<file path="src/rtl/z80_bus_sequencer.sv">
// Z80 external bus M-cycle sequencer.
// Runs one bus cycle at a time (opcode fetch with refresh, memory read/write,
// I/O read/write), T-state by T-state, and owns the R refresh counter and the
// BUSREQ/BUSACK bus-grant handshake. One rising CLK edge is one T-state.
//
// Request handshake: a request is taken on a rising edge where cyc_start=1 and
// ready=1, and the address, write data and type are captured on that edge.
// ready is high only in IDLE with no bus request pending. done pulses for
// exactly one clock in the final T-state of the accepted cycle.
// Reserved cycle types (5-7) are dropped: no cycle and no done.
module z80_bus_sequencer #(
   parameter int IO_WAITS = 1,   // automatic Tw states after T2 in I/O cycles (0..3)
   parameter int R_BITS   = 7    // auto-incrementing low bits of R
) (
   input  logic        CLK,
   input  logic        RESET,
   input  logic        cyc_start,
   input  logic [2:0]  cyc_type,
   input  logic [15:0] cyc_addr,
   input  logic [7:0]  cyc_wdata,
   output logic        ready,
   output logic        done,
   output logic [7:0]  rdata,
   input  logic [7:0]  i_reg,
   input  logic        r_load,
   input  logic [7:0]  r_in,
   output logic [7:0]  r_out,
   output logic [15:0] A,
   output logic        A_OE,
   input  logic [7:0]  D_IN,
   output logic [7:0]  D_OUT,
   output logic        D_OE,
   output logic        n_M1,
   output logic        n_MREQ,
   output logic        n_IORQ,
   output logic        n_RD,
   output logic        n_WR,
   output logic        n_RFSH,
   output logic        CTL_OE,
   input  logic        n_WAIT,
   input  logic        n_BUSREQ,
   output logic        n_BUSACK
);

   typedef enum logic [2:0] {
      S_IDLE  = 3'd0,
      S_T1    = 3'd1,
      S_T2    = 3'd2,
      S_TWA   = 3'd3,   // automatic I/O wait
      S_TW    = 3'd4,   // external wait (n_WAIT low)
      S_T3    = 3'd5,
      S_T4    = 3'd6,
      S_GRANT = 3'd7
   } state_t;

   localparam logic [2:0] CT_M1   = 3'd0;
   localparam logic [2:0] CT_MRD  = 3'd1;
   localparam logic [2:0] CT_MWR  = 3'd2;
   localparam logic [2:0] CT_IORD = 3'd3;
   localparam logic [2:0] CT_IOWR = 3'd4;

   // Index of the last automatic wait state; only meaningful when IO_WAITS > 0.
   localparam logic [1:0] LAST_TWA = (IO_WAITS > 0) ? 2'(IO_WAITS - 1) : 2'd0;

   state_t      state;
   state_t      state_next;
   logic [2:0]  type_q;
   logic [15:0] addr_q;
   logic [7:0]  wdata_q;
   logic [7:0]  rdata_q;
   logic [7:0]  r_q;
   logic [7:0]  r_inc;
   logic [1:0]  wait_cnt;

   logic        is_m1;
   logic        is_io;
   logic        is_rd_type;
   logic        accept;
   logic        wait_point;
   logic        cap_m1;
   logic        cap_rd;
   logic        in_access;
   logic        past_t1;

   assign is_m1      = (type_q == CT_M1);
   assign is_io      = (type_q == CT_IORD) || (type_q == CT_IOWR);
   assign is_rd_type = (type_q == CT_MRD) || (type_q == CT_IORD);

   assign ready  = (state == S_IDLE) && n_BUSREQ;
   assign accept = ready && cyc_start && (cyc_type <= CT_IOWR);

   assign rdata = rdata_q;
   assign r_out = r_q;
   assign D_OUT = wdata_q;

   // n_WAIT sample point that can leave the T2/TWA part of the cycle.
   assign wait_point = ((state == S_T2) && (!is_io || (IO_WAITS == 0))) ||
                       ((state == S_TWA) && (wait_cnt == LAST_TWA));

   // Fetch data is taken on the edge that enters T3; reads on the edge leaving T3.
   assign cap_m1 = is_m1 && ((state == S_T2) || (state == S_TW)) && (state_next == S_T3);
   assign cap_rd = is_rd_type && (state == S_T3);

   // Address/strobe phase of the cycle (refresh phase of a fetch excluded).
   assign in_access = (state == S_T1) || (state == S_T2) || (state == S_TWA) ||
                      (state == S_TW) || ((state == S_T3) && !is_m1);
   assign past_t1   = (state != S_T1);

   // R increment: only the low R_BITS wrap, the rest of R is kept.
   always_comb begin
      r_inc = r_q;
      r_inc[R_BITS-1:0] = r_q[R_BITS-1:0] + R_BITS'(1);
   end

   // Next-state logic.
   always_comb begin
      state_next = state;
      case (state)
         S_IDLE: begin
            if (!n_BUSREQ)   state_next = S_GRANT;
            else if (accept) state_next = S_T1;
         end
         S_T1:    state_next = S_T2;
         S_T2: begin
            if (is_io && (IO_WAITS > 0)) state_next = S_TWA;
            else                         state_next = n_WAIT ? S_T3 : S_TW;
         end
         S_TWA: begin
            if (wait_point) state_next = n_WAIT ? S_T3 : S_TW;
         end
         S_TW:    state_next = n_WAIT ? S_T3 : S_TW;
         S_T3:    state_next = is_m1 ? S_T4 : S_IDLE;
         S_T4:    state_next = S_IDLE;
         S_GRANT: state_next = n_BUSREQ ? S_IDLE : S_GRANT;
         default: state_next = S_IDLE;
      endcase
   end

   // Pin decode from the current T-state and the captured cycle type.
   always_comb begin
      A        = 16'h0000;
      A_OE     = 1'b1;
      CTL_OE   = 1'b1;
      D_OE     = 1'b0;
      n_M1     = 1'b1;
      n_MREQ   = 1'b1;
      n_IORQ   = 1'b1;
      n_RD     = 1'b1;
      n_WR     = 1'b1;
      n_RFSH   = 1'b1;
      n_BUSACK = 1'b1;
      done     = 1'b0;
      if (in_access) begin
         A = addr_q;
         case (type_q)
            CT_M1: begin
               n_M1   = 1'b0;
               n_MREQ = 1'b0;
               n_RD   = 1'b0;
            end
            CT_MRD: begin
               n_MREQ = 1'b0;
               n_RD   = 1'b0;
            end
            CT_MWR: begin
               n_MREQ = 1'b0;
               D_OE   = 1'b1;
               n_WR   = !past_t1;
            end
            CT_IORD: begin
               n_IORQ = !past_t1;
               n_RD   = !past_t1;
            end
            CT_IOWR: begin
               D_OE   = 1'b1;
               n_IORQ = !past_t1;
               n_WR   = !past_t1;
            end
            default: ;
         endcase
         done = (state == S_T3);
      end else if (state == S_T3) begin
         // Fetch refresh, first half.
         A      = {i_reg, r_q};
         n_RFSH = 1'b0;
         n_MREQ = 1'b0;
      end else if (state == S_T4) begin
         // Fetch refresh, second half; end of the M1 cycle.
         A      = {i_reg, r_q};
         n_RFSH = 1'b0;
         done   = 1'b1;
      end else if (state == S_GRANT) begin
         A_OE     = 1'b0;
         CTL_OE   = 1'b0;
         n_BUSACK = 1'b0;
      end
   end

   // State register, request capture, wait counter, read data and R.
   always_ff @(posedge CLK) begin
      if (RESET) begin
         state    <= S_IDLE;
         type_q   <= CT_M1;
         addr_q   <= 16'h0000;
         wdata_q  <= 8'h00;
         rdata_q  <= 8'h00;
         r_q      <= 8'h00;
         wait_cnt <= 2'd0;
      end else begin
         state <= state_next;
         if (accept) begin
            type_q  <= cyc_type;
            addr_q  <= cyc_addr;
            wdata_q <= cyc_wdata;
         end
         if (state == S_T2)       wait_cnt <= 2'd0;
         else if (state == S_TWA) wait_cnt <= wait_cnt + 2'd1;
         if (cap_m1 || cap_rd) rdata_q <= D_IN;
         if (r_load)               r_q <= r_in;
         else if (state == S_T4)   r_q <= r_inc;
      end
   end

endmodule
</file>
<file path="config.mk">
export PLATFORM = sky130hd
export DESIGN_NAME = z80_bus_sequencer
export DESIGN_NICKNAME = d
export VERILOG_FILES = /design/src/rtl/z80_bus_sequencer.sv
export SDC_FILE = /design/constraint.sdc
export NUM_CORES = 1
export LEC_CHECK = 0
export ABC_AREA = 1
export CORE_ASPECT_RATIO = 1.25
export CORE_MARGIN = 2
export CORE_UTILIZATION = 30
export DETAILED_ROUTE_END_ITERATION = 16
export SYNTH_ARGS = -nofsm -noshare
export SYNTH_HDL_FRONTEND = slang
export SYNTH_SLANG_ARGS = --single-unit
</file>
<file path="constraint.sdc">
create_clock -name CLK -period 3.65 [get_ports CLK]
set_input_delay 0.73 -clock CLK [delete_from_list [all_inputs] [get_ports CLK]]
set_output_delay 0.73 -clock CLK [all_outputs]
set_load 0.1 [all_outputs]
</file>
==> results.sh, run 1 <==
export IMPL_status="finished, final reports clean"
export IMPL_seqCellArea_um2=961
export IMPL_antenna_found_initial=0
export IMPL_fin_worst_skew_ns=0.00326
export IMPL_yosys_area_share_xor_xnor=0.00354
export IMPL_drt_total_wl_um=7360
export IMPL_postCtsSetupRepairBufs=0
export IMPL_cts_htree_levels=2
export IMPL_rrSetupSlack_ns=1.74
export IMPL_hold_path_class="register to register"
export IMPL_ys_types=35
export IMPL_synth_top_family_by_area="simple AND/OR/NAND/NOR gates"
export IMPL_finalNetCount=517
export IMPL_syn_avg_cell_area_um2=6.87
export IMPL_io_buffers=108
export IMPL_end_kind="output pin"
export IMPL_grt_overflow_total=0
export IMPL_coreArea_mm2=0.00810
export IMPL_hold_viol_final=0
export IMPL_wire_per_inst_um=13.2
export IMPL_setup_slack_ns=0.732
export IMPL_hold_depth=2
export IMPL_synth_most_common_cell="nor2_1"
export IMPL_setup_violations=0
export IMPL_drtPass1Iterations=4
export IMPL_ant_nets=0
export IMPL_crit_path_start_kind="register"
export IMPL_die_x_um=85.2
export IMPL_synthToLayoutAreaGrowth_pct=54.7
export IMPL_syn_area_mm2=0.00247
export IMPL_post_route_period_util=0.799
export IMPL_grt_pass1_vias=2586
export IMPL_r2r_cells=7
export IMPL_die_area_mm2=0.00899
export IMPL_postSynthCellCount=360
export IMPL_r2r_start="state[1]"
export IMPL_grtUsageMet1=0.193
export IMPL_insertion_delay_ns=0.30
export IMPL_cts_buffers=5
export IMPL_busiest_layer="met2"
export IMPL_pwr_share_comb=0.689
export IMPL_cts_resized=0
export IMPL_grt_max_degree=30
export IMPL_cp_max_fo=16
export IMPL_crit_type="register to output pin"
export IMPL_synth_mux_area_frac=0
export IMPL_netlist_area_leader_share=0.389
export IMPL_p_int_mw=1.50
export IMPL_switching_power_mw=2.15
export IMPL_leakagePower_nw=1.53
export IMPL_vdd_drop_max_mv=0.813
export IMPL_power_density_mw_per_mm2=954
export IMPL_synth_seq_cells=48
export IMPL_routed_via_count=2628
export IMPL_holdPathEnd="wait_cnt[1]"
export IMPL_fmax_mhz=343
export IMPL_synthAdderAreaFrac=0.0101
export IMPL_cts_buffer_depth=2
export IMPL_start_util=0.305
export IMPL_yosys_top_cells_area="dfxtp_1 (39%), nor2_1 (11%), o21ai_0 (10%)"
export IMPL_synth_commonest_cells="nor2_1 (70), nand2_1 (55), o21ai_0 (51)"
export IMPL_cts_root_buffer="clkbuf_8"
export IMPL_power_mw=3.65
export IMPL_grt_util_met3=0.0368
export IMPL_p_sw_frac=0.588
export IMPL_critPathArrivalTime_ns=2.19
export IMPL_grt_usage=0.167
export IMPL_synth_simple_area_share=0.288
export IMPL_hold_buffers=0
export IMPL_synth_edf_count=0
export IMPL_synth_top_area_cell="dfxtp_1"
export IMPL_grt_util_met2=0.297
export IMPL_clock_sinks=48
export IMPL_finalCriticalPeriod_ns=2.92
export IMPL_drc=0
export IMPL_tightest_slew_ns=0.993
export IMPL_drv_slew=0
export IMPL_fillers=820
export IMPL_utilization=0.472
export IMPL_cts_tree="built"
export IMPL_rsz0062_at_grt="no"
export IMPL_critPathRequiredTime_ns=2.92
export IMPL_p_seq_frac=0.207
export IMPL_synthFlopType="dfxtp_1"
export IMPL_num_rows=37
export IMPL_drive_gt1_frac=0.115
export IMPL_synthArstFlopShare=0
export IMPL_dp_slack_ns=1.05
export IMPL_synth_warnings=0
export IMPL_multiInputGateArea_mm2=0.00122
export IMPL_synth_compound_area_frac=0.191
export IMPL_drt_initial_drc_count=113
export IMPL_insertedDiodeCount=0
export IMPL_fp_dieH_um=105
export IMPL_hold_start="wait_cnt[1]"
export IMPL_maxSlewHeadroom=0.336
export IMPL_cts_clk_slew_worst_paths_ns=0.09
export IMPL_post_drt_via_cell_ratio=4.73
export IMPL_p_clk_frac=0.104
export IMPL_grt_pass1_wl_um=12200
export IMPL_synth_nets=419
export IMPL_r2r_end="addr_q[0]"
export IMPL_boundaryPins=109
export IMPL_cap_violations=0
export IMPL_gp_congestion=0.906
export IMPL_synth_seq_area_share=0.389
export IMPL_place_hpwl_um=5670
-- state kept, by name, summed over array words and instances (netlist names) --
| register | cells |
|---|---|
| rdata | 8 |
| type_q | 3 |
| r_out | 8 |
| addr_q | 16 |
| D_OUT | 8 |
| wait_cnt | 2 |
| state | 3 |
-- stage by stage --
step | cells | area (µm²) | setup TNS (ns) | hold slack, ns
after CTS | 556 | 3820 | 0 | 0.473
after detailed placement | 548 | 3720 | 0 | 0.455
after floorplan | 360 | 2470 | -7.05 | 0.436
after global placement | 548 | 3720 | 0 | 0.446
final | 556 | 3820 | 0 | 0.467
after global routing | 556 | 3820 | 0 | 0.490
-- worst max-delay path, cell delays in order (launching register included) --
cell,delay (ns)
dfxtp_1,0.57
inv_1,0.16
nor3_2,0.16
nand2_1,0.12
nand2_1,0.17
buf_4,0.25
nand2_1,0.07
o21ai_0,0.16
buf_12,0.23
-- per-layer routing --
| layer | share of wire | wire length [µm] |
|---|---|---|
| met5 | 0 | 0 |
| met4 | 0.025 | 183 |
| met3 | 0.054 | 396 |
| met2 | 0.52 | 3810 |
| met1 | 0.40 | 2970 |
-- kinds of logic (layout without fill, tap and decap cells) --
group,count (synthesis),after routing
AOI/OAI and AO/OA,84,84
and+or+nand+nor,163,163
buffers and inverters,62,161
xor gates and xnor gates,1,1
DFF,48,48
adders and majority gates,2,2
-- cell type report --
cell class                      instances  area share
Tap cell                               97      0.0317
Clock inverter                          2     0.00916
Inverter                               41      0.0402
Multi-Input combinational cell        250       0.319
Sequential cell                        48       0.251
Clock buffer                            6      0.0190
Timing Repair Buffer                  112       0.330
-- how the worst max path moves through the flow --
stage,startpoint,end,slack [ns],depth (start not counted)
finish,state[2],A[0],0.73,8
global route,state[2],A[6],0.48,8
CTS,state[2],A[6],0.72,8
detailed placement,state[2],A[0],1.05,8
global placement,RESET,addr_q[7],1.06,5
floorplan,type_q[0],A[10],-0.55,6
-- placed cells by master, fill, tap and decap left out, types with 2 or more instances in the layout --
master / count
o211ai_1: 3
o21ai_0: 51
nand2_2: 4
ha_1: 2
nand3_1: 20
a21oi_2: 3
clkdlybuf4s50_1: 83
nor2_4: 3
inv_1: 40
nor2_1: 69
nand4_1: 2
nor3_1: 3
a311oi_1: 3
buf_4: 12
nor4_1: 2
nor2_2: 2
a21oi_1: 15
dfxtp_1: 48
buf_12: 17
clkbuf_8: 5
nand2_1: 55
a31oi_1: 4
-- power by group through the flow --
stage | clock, mW | sequential, mW | combinational, mW
after detailed placement | 0 | 0.768 | 2.53
after floorplan | 0 | 1.19 | 1.46
after CTS | 0.393 | 0.755 | 2.53
after global placement | 0 | 0.761 | 2.52
final | 0.381 | 0.755 | 2.51
after global routing | 0.418 | 0.772 | 2.65
(Power assumes the default switching activity.)
==> inputs of run 2 (changes only) <==
==> constraint.sdc (replaced) <==
create_clock -name CLK -period 2.7 [get_ports CLK]
set_input_delay 0.54 -clock CLK [delete_from_list [all_inputs] [get_ports CLK]]
set_output_delay 0.54 -clock CLK [all_outputs]
set_load 0.1 [all_outputs]
==> results.sh, run 2 (synthesis gave the netlist of run 1 again) <==
export IMPL_coreArea_mm2=0.00810
export IMPL_grt_pass1_wl_um=11300
export IMPL_finalNetCount=521
export IMPL_mostFrequentLayoutCell="nor2_1"
export IMPL_cts_tree="built"
export IMPL_fin_worst_skew_ns=0.00925
export IMPL_cts_clk_slew_worst_paths_ns=0.09
export IMPL_r2r_cells=6
export IMPL_mostFrequentLayoutCells="nor2_1 (69), clkdlybuf4s50_1 (56), nand2_1 (54)"
export IMPL_hold_buffers=0
export IMPL_drv_slew=0
export IMPL_wire_per_inst_um=12.4
export IMPL_num_rows=37
export IMPL_hold_viol_final=0
export IMPL_setup_violations=0
export IMPL_routed_via_count=2630
export IMPL_grt_pass1_vias=2498
export IMPL_largest_reg_flops=16
export IMPL_tightest_slew_ns=0.643
export IMPL_boundaryPins=109
export IMPL_cap_violations=0
export IMPL_crit_type="register to output pin"
export IMPL_place_hpwl_um=5420
export IMPL_grt_max_degree=28
export IMPL_synthToLayoutAreaGrowth_pct=62.3
export IMPL_die_area_mm2=0.00899
export IMPL_regMostFlops="addr_q"
export IMPL_dp_slack_ns=0.472
export IMPL_grt_usage=0.153
export IMPL_cts_root_buffer="clkbuf_8"
export IMPL_rsz0062_at_grt="no"
export IMPL_gp_congestion=0.776
export IMPL_fmax_mhz=396
export IMPL_antenna_found_initial=0
export IMPL_fp_dieH_um=105
export IMPL_vdd_drop_max_mv=0.656
export IMPL_critPathRequiredTime_ns=2.16
export IMPL_leakagePower_nw=1.66
export IMPL_hold_slack_ns=0.481
export IMPL_drtPass1Iterations=4
export IMPL_end_kind="output pin"
export IMPL_io_buffers=108
export IMPL_ant_nets=0
export IMPL_critPathArrivalTime_ns=1.99
export IMPL_finalCriticalPeriod_ns=2.53
export IMPL_drt_initial_drc_count=135
export IMPL_setup_tns_ns=0
export IMPL_insertedDiodeCount=0
export IMPL_grt_overflow_total=0
export IMPL_instances_no_fill=560
export IMPL_hold_path_class="register to register"
export IMPL_hold_depth=2
export IMPL_clock_sinks=48
export IMPL_insertion_delay_ns=0.30
export IMPL_cp_max_fo=17
export IMPL_crit_path_start_kind="register"
export IMPL_power_density_mw_per_mm2=1290
export IMPL_maxSlewHeadroom=0.570
export IMPL_start_util=0.305
export IMPL_drive_gt1_frac=0.214
export IMPL_drc=0
export IMPL_post_drt_via_cell_ratio=4.70
export IMPL_status="finished, final reports clean"
export IMPL_drt_total_wl_um=6920
export IMPL_cts_buffers=5
export IMPL_place_inst=552
export IMPL_post_route_period_util=0.935
export IMPL_cts_buffer_depth=2
export IMPL_die_x_um=85.2
export IMPL_cts_htree_levels=2
export IMPL_setup_slack_ns=0.174
[run 2: changes by cell type in the layout (fill, tap and decap cells not counted), moves of 3 or more]
cell / change
buf_12: +10
buf_4: +21
clkdlybuf4s50_1: -27
o21ai_0: -16
o21ai_1: +3
o21ai_2: +5
o21ai_4: +8
[run 2: power by group]
part / switching [mW] / internal, mW / total [mW]
Sequential: 0.145 / 0.869 / 1.01
Combinational: 2.60 / 1.12 / 3.72
Clock: 0.240 / 0.186 / 0.425
[run 2: area by class of cell]
cell class | count | area, µm²
multi-input cells | 250 | 1340
inverters | 41 | 154
flip-flops and latches | 48 | 962
clock inverters | 1 | 8.76
repair buffers | 116 | 1350
clock buffers | 7 | 76.3
well taps | 97 | 121
fillers | 827 | 4090
[run 2: path summary, 6_finish.rpt]
path	start	endpoint	slack (ns)
worst max-delay path	type_q[0]	A[15]	0.17
worst min-delay path	wait_cnt[0]	wait_cnt[0]	0.48
worst max register to register	state[0]	rdata[2]	0.91
worst min register to register	wait_cnt[0]	wait_cnt[0]	0.48
[run 2: through the flow]
stage | utilization | total power [mW] | instance area (µm²)
final | 0.495 | 5.16 | 4010
after global routing | 0.495 | 5.41 | 4010
after CTS | 0.495 | 5.20 | 4010
after detailed placement | 0.485 | 4.77 | 3930
after global placement | 0.485 | 4.74 | 3930
after floorplan | - | 3.69 | 2600
[run 2: what timing repair did]
action,in CTS,in global routing
buffers inserted,0,0
gates resized for setup,0,1
endpoints found under the setup margin,0,5
[run 2: layer usage]
metal  part of all wire  global-route usage  vias to the layer above
li1                   -                   -                     1369
met1               0.42               0.173                     1169
met2               0.50               0.281                       86
met3              0.071              0.0352                        6
met4             0.0093              0.0408                        0
met5                  0                   0                        -
[run 2: worst max-delay path: stages (launching register included)]
cell     delay [ns]
dfxtp_1        0.36
nor2_1         0.22
nand2_1        0.14
nand2_1        0.13
nand4_1        0.15
buf_12         0.22
o21ai_1        0.25
buf_12         0.21
